**src/rtl/uart_tx_periph_if.sv**
```systemverilog
// CPU data-bus view of the UART transmitter: address/data/store strobe in, status word out.
interface uart_tx_periph_if;
    logic [9:0]  address;
    logic [31:0] data;
    logic        write;
    logic [31:0] status;

    modport master (output address, output data, output write, input status);
    modport slave  (input address, input data, input write, output status);
endinterface

```
**src/rtl/uart_tx_periph.sv**
```systemverilog
// Memory-mapped UART transmitter: CPU stores fill a TX FIFO, a baud-timed FSM emits 8N1 frames.
// Define UART_TX_PARITY_EN to insert an even-parity bit between the data bits and the stop bit.
module uart_tx_periph #(
    parameter int         CLKS_PER_BIT = 87,
    parameter int         FIFO_DEPTH   = 8,
    parameter logic [9:0] BASE_ADDR    = 10'h3F8
) (
    input  logic            clk,
    input  logic            rst_n,
    uart_tx_periph_if.slave bus,
    output logic            tx,
    output logic            busy
);
    localparam int PW = (FIFO_DEPTH > 1) ? $clog2(FIFO_DEPTH) : 1;
    localparam int CW = $clog2(FIFO_DEPTH + 1);
    localparam int BW = (CLKS_PER_BIT > 1) ? $clog2(CLKS_PER_BIT) : 1;
    localparam logic [9:0]    STATUS_ADDR = BASE_ADDR + 10'd4;
    localparam logic [BW-1:0] BAUD_LAST   = BW'(CLKS_PER_BIT - 1);
    localparam logic [CW-1:0] COUNT_FULL  = CW'(FIFO_DEPTH);

`ifdef UART_TX_PARITY_EN
    typedef enum logic [2:0] {IDLE, START, DATA, PARITY, STOP} state_t;
`else
    typedef enum logic [1:0] {IDLE, START, DATA, STOP} state_t;
`endif

    state_t        state_q, state_d;
    logic [BW-1:0] baud_q, baud_d;
    logic [2:0]    bit_idx_q, bit_idx_d;
    logic [7:0]    shift_q, shift_d;
    logic          tx_q, tx_d;
    logic [PW-1:0] wr_ptr_q, wr_ptr_d;
    logic [PW-1:0] rd_ptr_q, rd_ptr_d;
    logic [CW-1:0] count_q, count_d;
    logic          overflow_q, overflow_d;
    logic [7:0]    fifo_mem_q [FIFO_DEPTH];
`ifdef UART_TX_PARITY_EN
    logic          parity_q, parity_d;
`endif

    logic empty, full, push_req, push, pop, clr_req, baud_done;
    logic [7:0] count_ext;
    logic [3:0] count_sat;

    // FIFO bookkeeping and sticky overflow; a pop in the same cycle frees room for a push into a full FIFO.
    always_comb begin
        empty     = (count_q == '0);
        full      = (count_q == COUNT_FULL);
        baud_done = (baud_q == BAUD_LAST);
        push_req  = bus.write && (bus.address == BASE_ADDR);
        clr_req   = bus.write && (bus.address == STATUS_ADDR) && bus.data[0];
        pop       = (state_q == IDLE) && !empty;
        push      = push_req && (!full || pop);
        wr_ptr_d  = push ? wr_ptr_q + PW'(1) : wr_ptr_q;
        rd_ptr_d  = pop  ? rd_ptr_q + PW'(1) : rd_ptr_q;
        count_d   = count_q;
        if (push && !pop) begin
            count_d = count_q + CW'(1);
        end else if (pop && !push) begin
            count_d = count_q - CW'(1);
        end
        overflow_d = overflow_q;
        if (push_req && !push) begin
            overflow_d = 1'b1;
        end else if (clr_req) begin
            overflow_d = 1'b0;
        end
    end

    always_comb begin
        state_d = state_q;
        case (state_q)
            IDLE:  if (!empty) state_d = START;
            START: if (baud_done) state_d = DATA;
            DATA: begin
                if (baud_done && bit_idx_q == 3'd7) begin
`ifdef UART_TX_PARITY_EN
                    state_d = PARITY;
`else
                    state_d = STOP;
`endif
                end
            end
`ifdef UART_TX_PARITY_EN
            PARITY: if (baud_done) state_d = STOP;
`endif
            STOP:  if (baud_done) state_d = IDLE;
            default: state_d = IDLE;
        endcase
    end

    // tx is registered from the next state so the line changes on the same edge as the state.
    always_comb begin
        baud_d    = (state_q == IDLE || baud_done) ? '0 : baud_q + BW'(1);
        bit_idx_d = bit_idx_q;
        shift_d   = shift_q;
        if (pop) begin
            shift_d   = fifo_mem_q[rd_ptr_q];
            bit_idx_d = '0;
        end else if (state_q == DATA && baud_done) begin
            shift_d   = {1'b0, shift_q[7:1]};
            bit_idx_d = bit_idx_q + 3'd1;
        end
`ifdef UART_TX_PARITY_EN
        parity_d = pop ? ^fifo_mem_q[rd_ptr_q] : parity_q;
`endif
        tx_d = 1'b1;
        case (state_d)
            START:  tx_d = 1'b0;
            DATA:   tx_d = shift_d[0];
`ifdef UART_TX_PARITY_EN
            PARITY: tx_d = parity_d;
`endif
            default: tx_d = 1'b1;
        endcase
    end

    always_ff @(posedge clk or negedge rst_n) begin
        if (!rst_n) begin
            state_q    <= IDLE;
            baud_q     <= '0;
            bit_idx_q  <= '0;
            tx_q       <= 1'b1;
            wr_ptr_q   <= '0;
            rd_ptr_q   <= '0;
            count_q    <= '0;
            overflow_q <= 1'b0;
        end else begin
            state_q    <= state_d;
            baud_q     <= baud_d;
            bit_idx_q  <= bit_idx_d;
            tx_q       <= tx_d;
            wr_ptr_q   <= wr_ptr_d;
            rd_ptr_q   <= rd_ptr_d;
            count_q    <= count_d;
            overflow_q <= overflow_d;
        end
    end

    // Payload storage carries no reset; the control state above decides what is valid.
    always_ff @(posedge clk) begin
        shift_q <= shift_d;
`ifdef UART_TX_PARITY_EN
        parity_q <= parity_d;
`endif
        if (push) begin
            fifo_mem_q[wr_ptr_q] <= bus.data[7:0];
        end
    end

    assign count_ext  = 8'(count_q);
    assign count_sat  = (count_ext > 8'd15) ? 4'hF : count_ext[3:0];
    assign busy       = (state_q != IDLE) || !empty;
    assign tx         = tx_q;
    assign bus.status = {24'b0, count_sat, overflow_q, busy, empty, full};
endmodule

```
**src/flat_wrapper.sv**
```systemverilog
// flat-port wrapper written by rule: the top's interface ports become plain ports
module uart_tx_periph_flat 
#(
    parameter int         CLKS_PER_BIT = 87,
    parameter int         FIFO_DEPTH   = 8,
    parameter logic [9:0] BASE_ADDR    = 10'h3F8
)
  (clk, rst_n, tx, busy, bus_address, bus_data, bus_write, bus_status);
  uart_tx_periph_if bus_i ();
  input  logic clk;
  input  logic rst_n;
  output logic tx;
  output logic busy;
  input wire logic [$bits(bus_i.address)-1:0] bus_address;
  input wire logic [$bits(bus_i.data)-1:0] bus_data;
  input wire logic [$bits(bus_i.write)-1:0] bus_write;
  output wire logic [$bits(bus_i.status)-1:0] bus_status;
  assign bus_i.address = bus_address;
  assign bus_i.data = bus_data;
  assign bus_i.write = bus_write;
  assign bus_status = bus_i.status;
  uart_tx_periph #(.CLKS_PER_BIT(CLKS_PER_BIT), .FIFO_DEPTH(FIFO_DEPTH), .BASE_ADDR(BASE_ADDR)) u_core (.clk(clk), .rst_n(rst_n), .bus(bus_i), .tx(tx), .busy(busy));
endmodule
```
**config.mk**
```make
export PLATFORM = sky130hd
export DESIGN_NAME = uart_tx_periph_flat
export DESIGN_NICKNAME = d
export VERILOG_FILES = /design/src/rtl/uart_tx_periph_if.sv /design/src/rtl/uart_tx_periph.sv /design/src/flat_wrapper.sv
export SDC_FILE = /design/constraint.sdc
export NUM_CORES = 1
export LEC_CHECK = 0
export CAP_MARGIN = 20
export CORE_MARGIN = 5
export CORE_UTILIZATION = 52
export CTS_CLUSTER_DIAMETER = 100
export DETAILED_ROUTE_END_ITERATION = 10
export PLACE_DENSITY = 0.9
export REMOVE_ABC_BUFFERS = 1
export SLEW_MARGIN = 5
export SYNTH_ARGS = -nofsm -noshare
export SYNTH_HDL_FRONTEND = slang
export SYNTH_SLANG_ARGS = --single-unit
```
**constraint.sdc**
```tcl
create_clock -name clk -period 3.63 [get_ports clk]
set_input_delay 0.363 -clock clk [delete_from_list [all_inputs] [get_ports clk]]
set_output_delay 0.363 -clock clk [all_outputs]
set_load 0.005 [all_outputs]
```
## After elaboration in Yosys (flattened, before gate mapping)

Memories as Yosys holds them, arrays and structs flattened.
Cells that the tools add are included.

- Bits of input ports: 45
- Memories kept: 1
- Word-level logic and storage cells: 69
- Output and inout bits: 34
- Memory bits (writable): 64
- Register bits: 32

- Add/subtract/negate cells: 6
- Eq/ne operators: 10
- Order comparisons: 1
- Reductions and logical operators: 23
- Mux-type cells: 18

Memories:

| memory | depth | bits a word | read ports | clocked after Yosys merged registers in | wr ports | RTL line | RTL |
|---|---|---|---|---|---|---|---|
| u_core.fifo_mem_q | 8 | 8 | 1 | 0 | 1 | uart_tx_periph.sv:36 | `logic [7:0] fifo_mem_q [FIFO_DEPTH];` |

Operators with widths:

| operator | number |
|---|---|
| == test 10 bit, second input constant | 2 |
| two-way mux 8 bit | 2 |
| two-way mux 4 bit | 3 |
| logical AND 1 bit | 10 |
| adder 3 x 1 -> 3 bit, second input constant | 3 |
| two-way mux 2 bit | 4 |
| one-hot mux 2 bit (4 select lines) | 1 |
| nonzero test 2 bit | 4 |
| adder 7 x 1 -> 7 bit, second input constant | 1 |
| == test 7 bit, second input constant | 1 |
| two-way mux 7 bit | 1 |
| == test 2 bit, second input constant | 3 |
| two-way mux 3 bit | 2 |
| adder 4 x 1 -> 4 bit, second input constant | 1 |
| == test 2 x 1 -> 1 bit, second input constant | 2 |
| == test 4 bit, second input constant | 1 |
| greater-than comparator 4 bit, second input constant | 1 |
| zero test 1 bit | 4 |
| zero test 4 bit | 1 |
| two-way mux 1 bit | 4 |
| subtractor 4 x 1 -> 4 bit, second input constant | 1 |
| == test 3 bit, second input constant | 1 |
| logical OR 1 bit | 3 |
| zero test 2 bit | 1 |
| one-hot mux 1 bit (2 select lines) | 1 |

## Longest topological paths before layout

- Depth in word-level cells: 9
- Depth in mapped cells: 12
- Depth with buffers taken out: 10

## Worst setup path after synthesis

Ideal clock, no wire load.

- Path type: flip-flop to flip-flop
- Start point: register u_core.state_q[1]
- End point: register u_core.count_q[3]
- Buffers on the path: 2
- Setup time: 0.136 ns
- Cell stages (with the launch flop): 12
- Required time: 3.494 ns
- Setup slack: 1.037 ns
- Arrival: 2.457 ns
- Clock period less this slack: 2.593 ns
- Cell sequence: dfrtp_1 > buf_2 > nor2_2 > and3b_1 > nor3_2 > buf_2 > ha_1 > inv_1 > ha_1 > a21o_1 > a2111oi_0 > o31ai_1

- Longest elaborated chain between the ends: 7
- Elaborated cells between the ends (all ways): 10
- Those cells by class: 1 x mux; 9 x reduce/logical

RTL lines:

| what | RTL line | RTL |
|---|---|---|
| from (decl) | uart_tx_periph.sv:27 | `state_t state_q, state_d;` |
| from (signal assigned) | uart_tx_periph.sv:129 | `state_q <= state_d;` |
| zero test 2 bit (*) | uart_tx_periph.sv:52 | `pop = (state_q == IDLE) && !empty;` |
| logical AND 1 bit (*) | uart_tx_periph.sv:52 |  |
| logical OR 1 bit (*) | uart_tx_periph.sv:53 | `push = push_req && (!full \|\| pop);` |
| logical AND 1 bit (*) | uart_tx_periph.sv:53 |  |
| named net u_core.push | uart_tx_periph.sv:41 | `logic empty, full, push_req, push, pop, clr_req, baud_done;` |
| zero test 1 bit | uart_tx_periph.sv:59 | `end else if (pop && !push) begin` |
| logical AND 1 bit | uart_tx_periph.sv:59 |  |
| nonzero test 2 bit (no source line) | - |  |
| to (signal assigned) | uart_tx_periph.sv:135 | `count_q <= count_d;` |
| to (decl) | uart_tx_periph.sv:34 | `logic [CW-1:0] count_q, count_d;` |

The timed path passes the listed nets; every way through them passes the cells marked *.
A chain may end at the register's enable or synchronous reset.

## Worst setup path in the final report

- Start point: register u_core.count_q[0]
- End point: register u_core.count_q[3]

- Longest elaborated chain between the ends: 8
- Elaborated cells between the ends (all ways): 16
- Those cells by class: 2 x add/sub; 1 x eq/ne; 2 x mux; 11 x reduce/logical

RTL lines:

| what |
|---|
| branches (longest 8 deep; another with subtractor 4 x 1 -> 4 bit) |

Several ways; the timed one is not identified. The select of a mux whose other input is x is not followed.

==> results.sh <==
export IMPL_status="finished clean"
export IMPL_grt_pass1_vias=2445
export IMPL_clock_latency_ps=360
export IMPL_tightest_slew_ps=883
export IMPL_worstPathMaxFanout=10
export IMPL_path_clk_slew_ps=100
export IMPL_areaGrowthSynthToFinish_pct=11.0
export IMPL_max_freq_ghz=0.349
export IMPL_grt_remaining_overflow=0
export IMPL_cp_slowest_stage_delay_ps=530
export IMPL_ys_types=51
export IMPL_p_seq_frac=0.593
export IMPL_cp_end_kind="flop"
export IMPL_rrSetupSlack_ps=760
export IMPL_drive_above_1_share=0.0927
export IMPL_yosysMostFrequentCell="edfxtp_1"
export IMPL_post_cts_buffers=0
export IMPL_crit_start="u_core.count_q[0]"
export IMPL_ctsHoldBuffers=0
export IMPL_synth_warning_count=0
export IMPL_switching_share=0.200
export IMPL_clkSinkCount=96
export IMPL_cap_violations=0
export IMPL_core_area_um2=8220
export IMPL_cts_tree="done"
export IMPL_finClkSkew_ps=9.16
export IMPL_synthTopCellsByCount="edfxtp_1 (71), buf_4 (28), dfrtp_1 (23)"
export IMPL_rsz0062_at_grt="false"
export IMPL_crit_buf_inv=2
export IMPL_wl_per_cell_um=18.4
export IMPL_slew_headroom=0.411
export IMPL_ys_top_cells_by_area="edfxtp_1 (49%), dfrtp_1 (13%), mux4_1 (9.0%), buf_4 (4.8%), ha_1 (2.6%)"
export IMPL_crit_slowest_cell="dfrtp_1"
export IMPL_rows=33
export IMPL_grt_pass1_wl_um=12400
export IMPL_start_kind="flop"
export IMPL_p_int_uw=1590
export IMPL_cp_depth=9
export IMPL_dieArea_um2=10400
export IMPL_cts_root_buf="clkbuf_8"
export IMPL_postPlaceCellArea_um2=4640
export IMPL_cp_arrival_ps=3100
export IMPL_timing_final_crit_share=0.790
export IMPL_tns_ps=0
export IMPL_viasPerCell=5.65
export IMPL_crit_family="compound AO/OA/AOI/OAI gates"
export IMPL_peakVddDrop_mv=0.366
export IMPL_drc=0
export IMPL_antenna_cells=0
export IMPL_numCtsBuffers=9
export IMPL_fin_crit_ps=2870
export IMPL_synth_async_reset_ratio=0.250
export IMPL_synth_top_area_cell="edfxtp_1"
export IMPL_drv_slew=0
export IMPL_gp_congestion=0.803
export IMPL_p_leak_uw=0.00182
export IMPL_cp_common_cell="ha_1"
export IMPL_worst_endpoint_required_ps=3870
export IMPL_ys_flop_type="edfxtp_1"
export IMPL_final_antenna_net_count=0
export IMPL_drtIter0Drc=98
export IMPL_postSynthAreaPerCell_um2=15.7
export IMPL_power_switching_uw=398
export IMPL_crit_end="u_core.count_q[3]"
export IMPL_setup_slack_ps=763
export IMPL_fp_dieW_um=102
export IMPL_stdcell_area_um2=4870
export IMPL_r2r_start="u_core.count_q[0]"
export IMPL_crit_path_cell_trace="nor4_4 -> nor3_4 -> clkinv_2 -> ha_1 -> inv_1 -> ha_1 -> a21o_1 -> a2111oi_0 -> o31ai_1"
export IMPL_power_density_nw_per_um2=409
export IMPL_start_util=0.533
export IMPL_hp_class="in2async"
export IMPL_fin_nets=363
export IMPL_synth_top_area_share=0.486
export IMPL_cts_resized=0
export IMPL_vias=2360
export IMPL_wirelength_um=7670
export IMPL_die_height_um=102
export IMPL_r2r_end="u_core.count_q[3]"
export IMPL_worstSetupPathType="reg2reg"
export IMPL_reg2regPathDepth=9
export IMPL_clk_path_buf_depth=2
export IMPL_report_final_setup_viol=0
export IMPL_fillers=588
export IMPL_synthesis_area_um2=4380
export IMPL_io_buffers=30
export IMPL_dp_slack_ps=534
export IMPL_p_comb_frac=0.025
export IMPL_final_hold_viol_count=0
export IMPL_syn_inst=280
export IMPL_grt_max_degree=25
export IMPL_ys_seq_area_frac=0.628
export IMPL_cts_max_level=3
export IMPL_grt_total_usage=0.160
export IMPL_dp_hpwl_um=5300
export IMPL_clkPwrFrac=0.381
export IMPL_num_io_pins=79
export IMPL_ys_ff_latch=96
export IMPL_antenna_found_initial=0
export IMPL_synth_edf_count=71
export IMPL_dr_pass1_iters=4
## layout make-up
cell class                      count  area (um2)  share of cell area
Sequential cell                    96        2750               0.566
Multi-Input combinational cell    165        1430               0.293
Timing Repair Buffer               32         319              0.0656
Tap cell                          105         131              0.0270
Clock buffer                        9         124              0.0255
Clock inverter                      7        93.8              0.0193
Inverter                            4        16.3             0.00334
## how the worst min path moves through the flow
stage,cells past startpoint,startpoint,slack [ps],to
after global placement,1,u_core.bit_idx_q[0],480,u_core.bit_idx_q[0]
after CTS,1,u_core.baud_q[0],520,u_core.baud_q[0]
after floorplan,0,rst_n,70,u_core.baud_q[0]
after global routing,1,rst_n,300,u_core.count_q[2]
after detailed placement,2,u_core.bit_idx_q[1],500,u_core.bit_idx_q[1]
final,1,rst_n,300,u_core.count_q[2]
## registers in the layout, summed over array words and instances, names as in the netlist
register and count:
u_core.fifo_mem_q 64, u_core.shift_q 8, u_core.baud_q 7, u_core.count_q 4, u_core.bit_idx_q 3, u_core.rd_ptr_q 3
u_core.wr_ptr_q 3, u_core.state_q 2, u_core.overflow_q 1, u_core.tx 1
## cells by family after synthesis
family,after synthesis,synth area share
muxes,21,0.107
buffers and inverters,42,0.0657
DFF,96,0.628
other,1,0.000856
and+or+nand+nor,75,0.106
xor gates and xnor gates,12,0.0240
AOI/OAI and AO/OA,23,0.0383
adders and majority gates,10,0.0303
## metal layers
| metal | GRT usage | wire length (um) |
|---|---|---|
| met1 | 0.196 | 3090 |
| met2 | 0.276 | 4050 |
| met3 | 0.0300 | 373 |
| met4 | 0.0737 | 163 |
| met5 | 0 | 0 |
## power groups by stage
stage	logic (uW)	clock network, uW	registers, uW
finish	50.7	758	1180
global route	57.0	824	1180
CTS	49.4	763	1180
detailed placement	49.4	0	1210
global placement	46.1	0	1210
floorplan	10.4	0	1210
## placed cells by master, fill, tap and decap left out, types with 2 or more instances in the layout
cell	Yosys	final
clkinv_2	1	2
ha_1	9	9
dfrtp_1	23	23
mux4_1	15	15
nor3_1	4	4
edfxtp_1	71	71
clkbuf_8	0	9
xor2_1	6	6
and4b_1	4	4
xnor2_1	6	6
inv_1	3	3
o211ai_1	2	2
a221o_1	6	6
nor2_2	2	2
o21ai_0	6	6
and3b_1	2	2
conb_1	1	24
clkdlybuf4s50_1	0	30
and4bb_1	2	2
bufinv_16	0	2
nor2b_1	3	3
mux2i_1	3	3
nand2_1	15	15
nand3_1	10	10
inv_6	0	2
a21oi_1	3	3
and4_1	2	2
and3_1	10	10
mux2_2	2	2
nor2_1	11	11
## through the flow
stage / hold WS, ps / total power (uW) / utilization / cells
after floorplan: 67.4 / 1220 / - / 265
after global placement: 484 / 1250 / 0.564 / 401
after detailed placement: 505 / 1250 / 0.564 / 401
after CTS: 521 / 1990 / 0.591 / 417
after global routing: 303 / 2060 / 0.592 / 418
final: 296 / 1990 / 0.592 / 418
(Power assumes the default switching activity.)
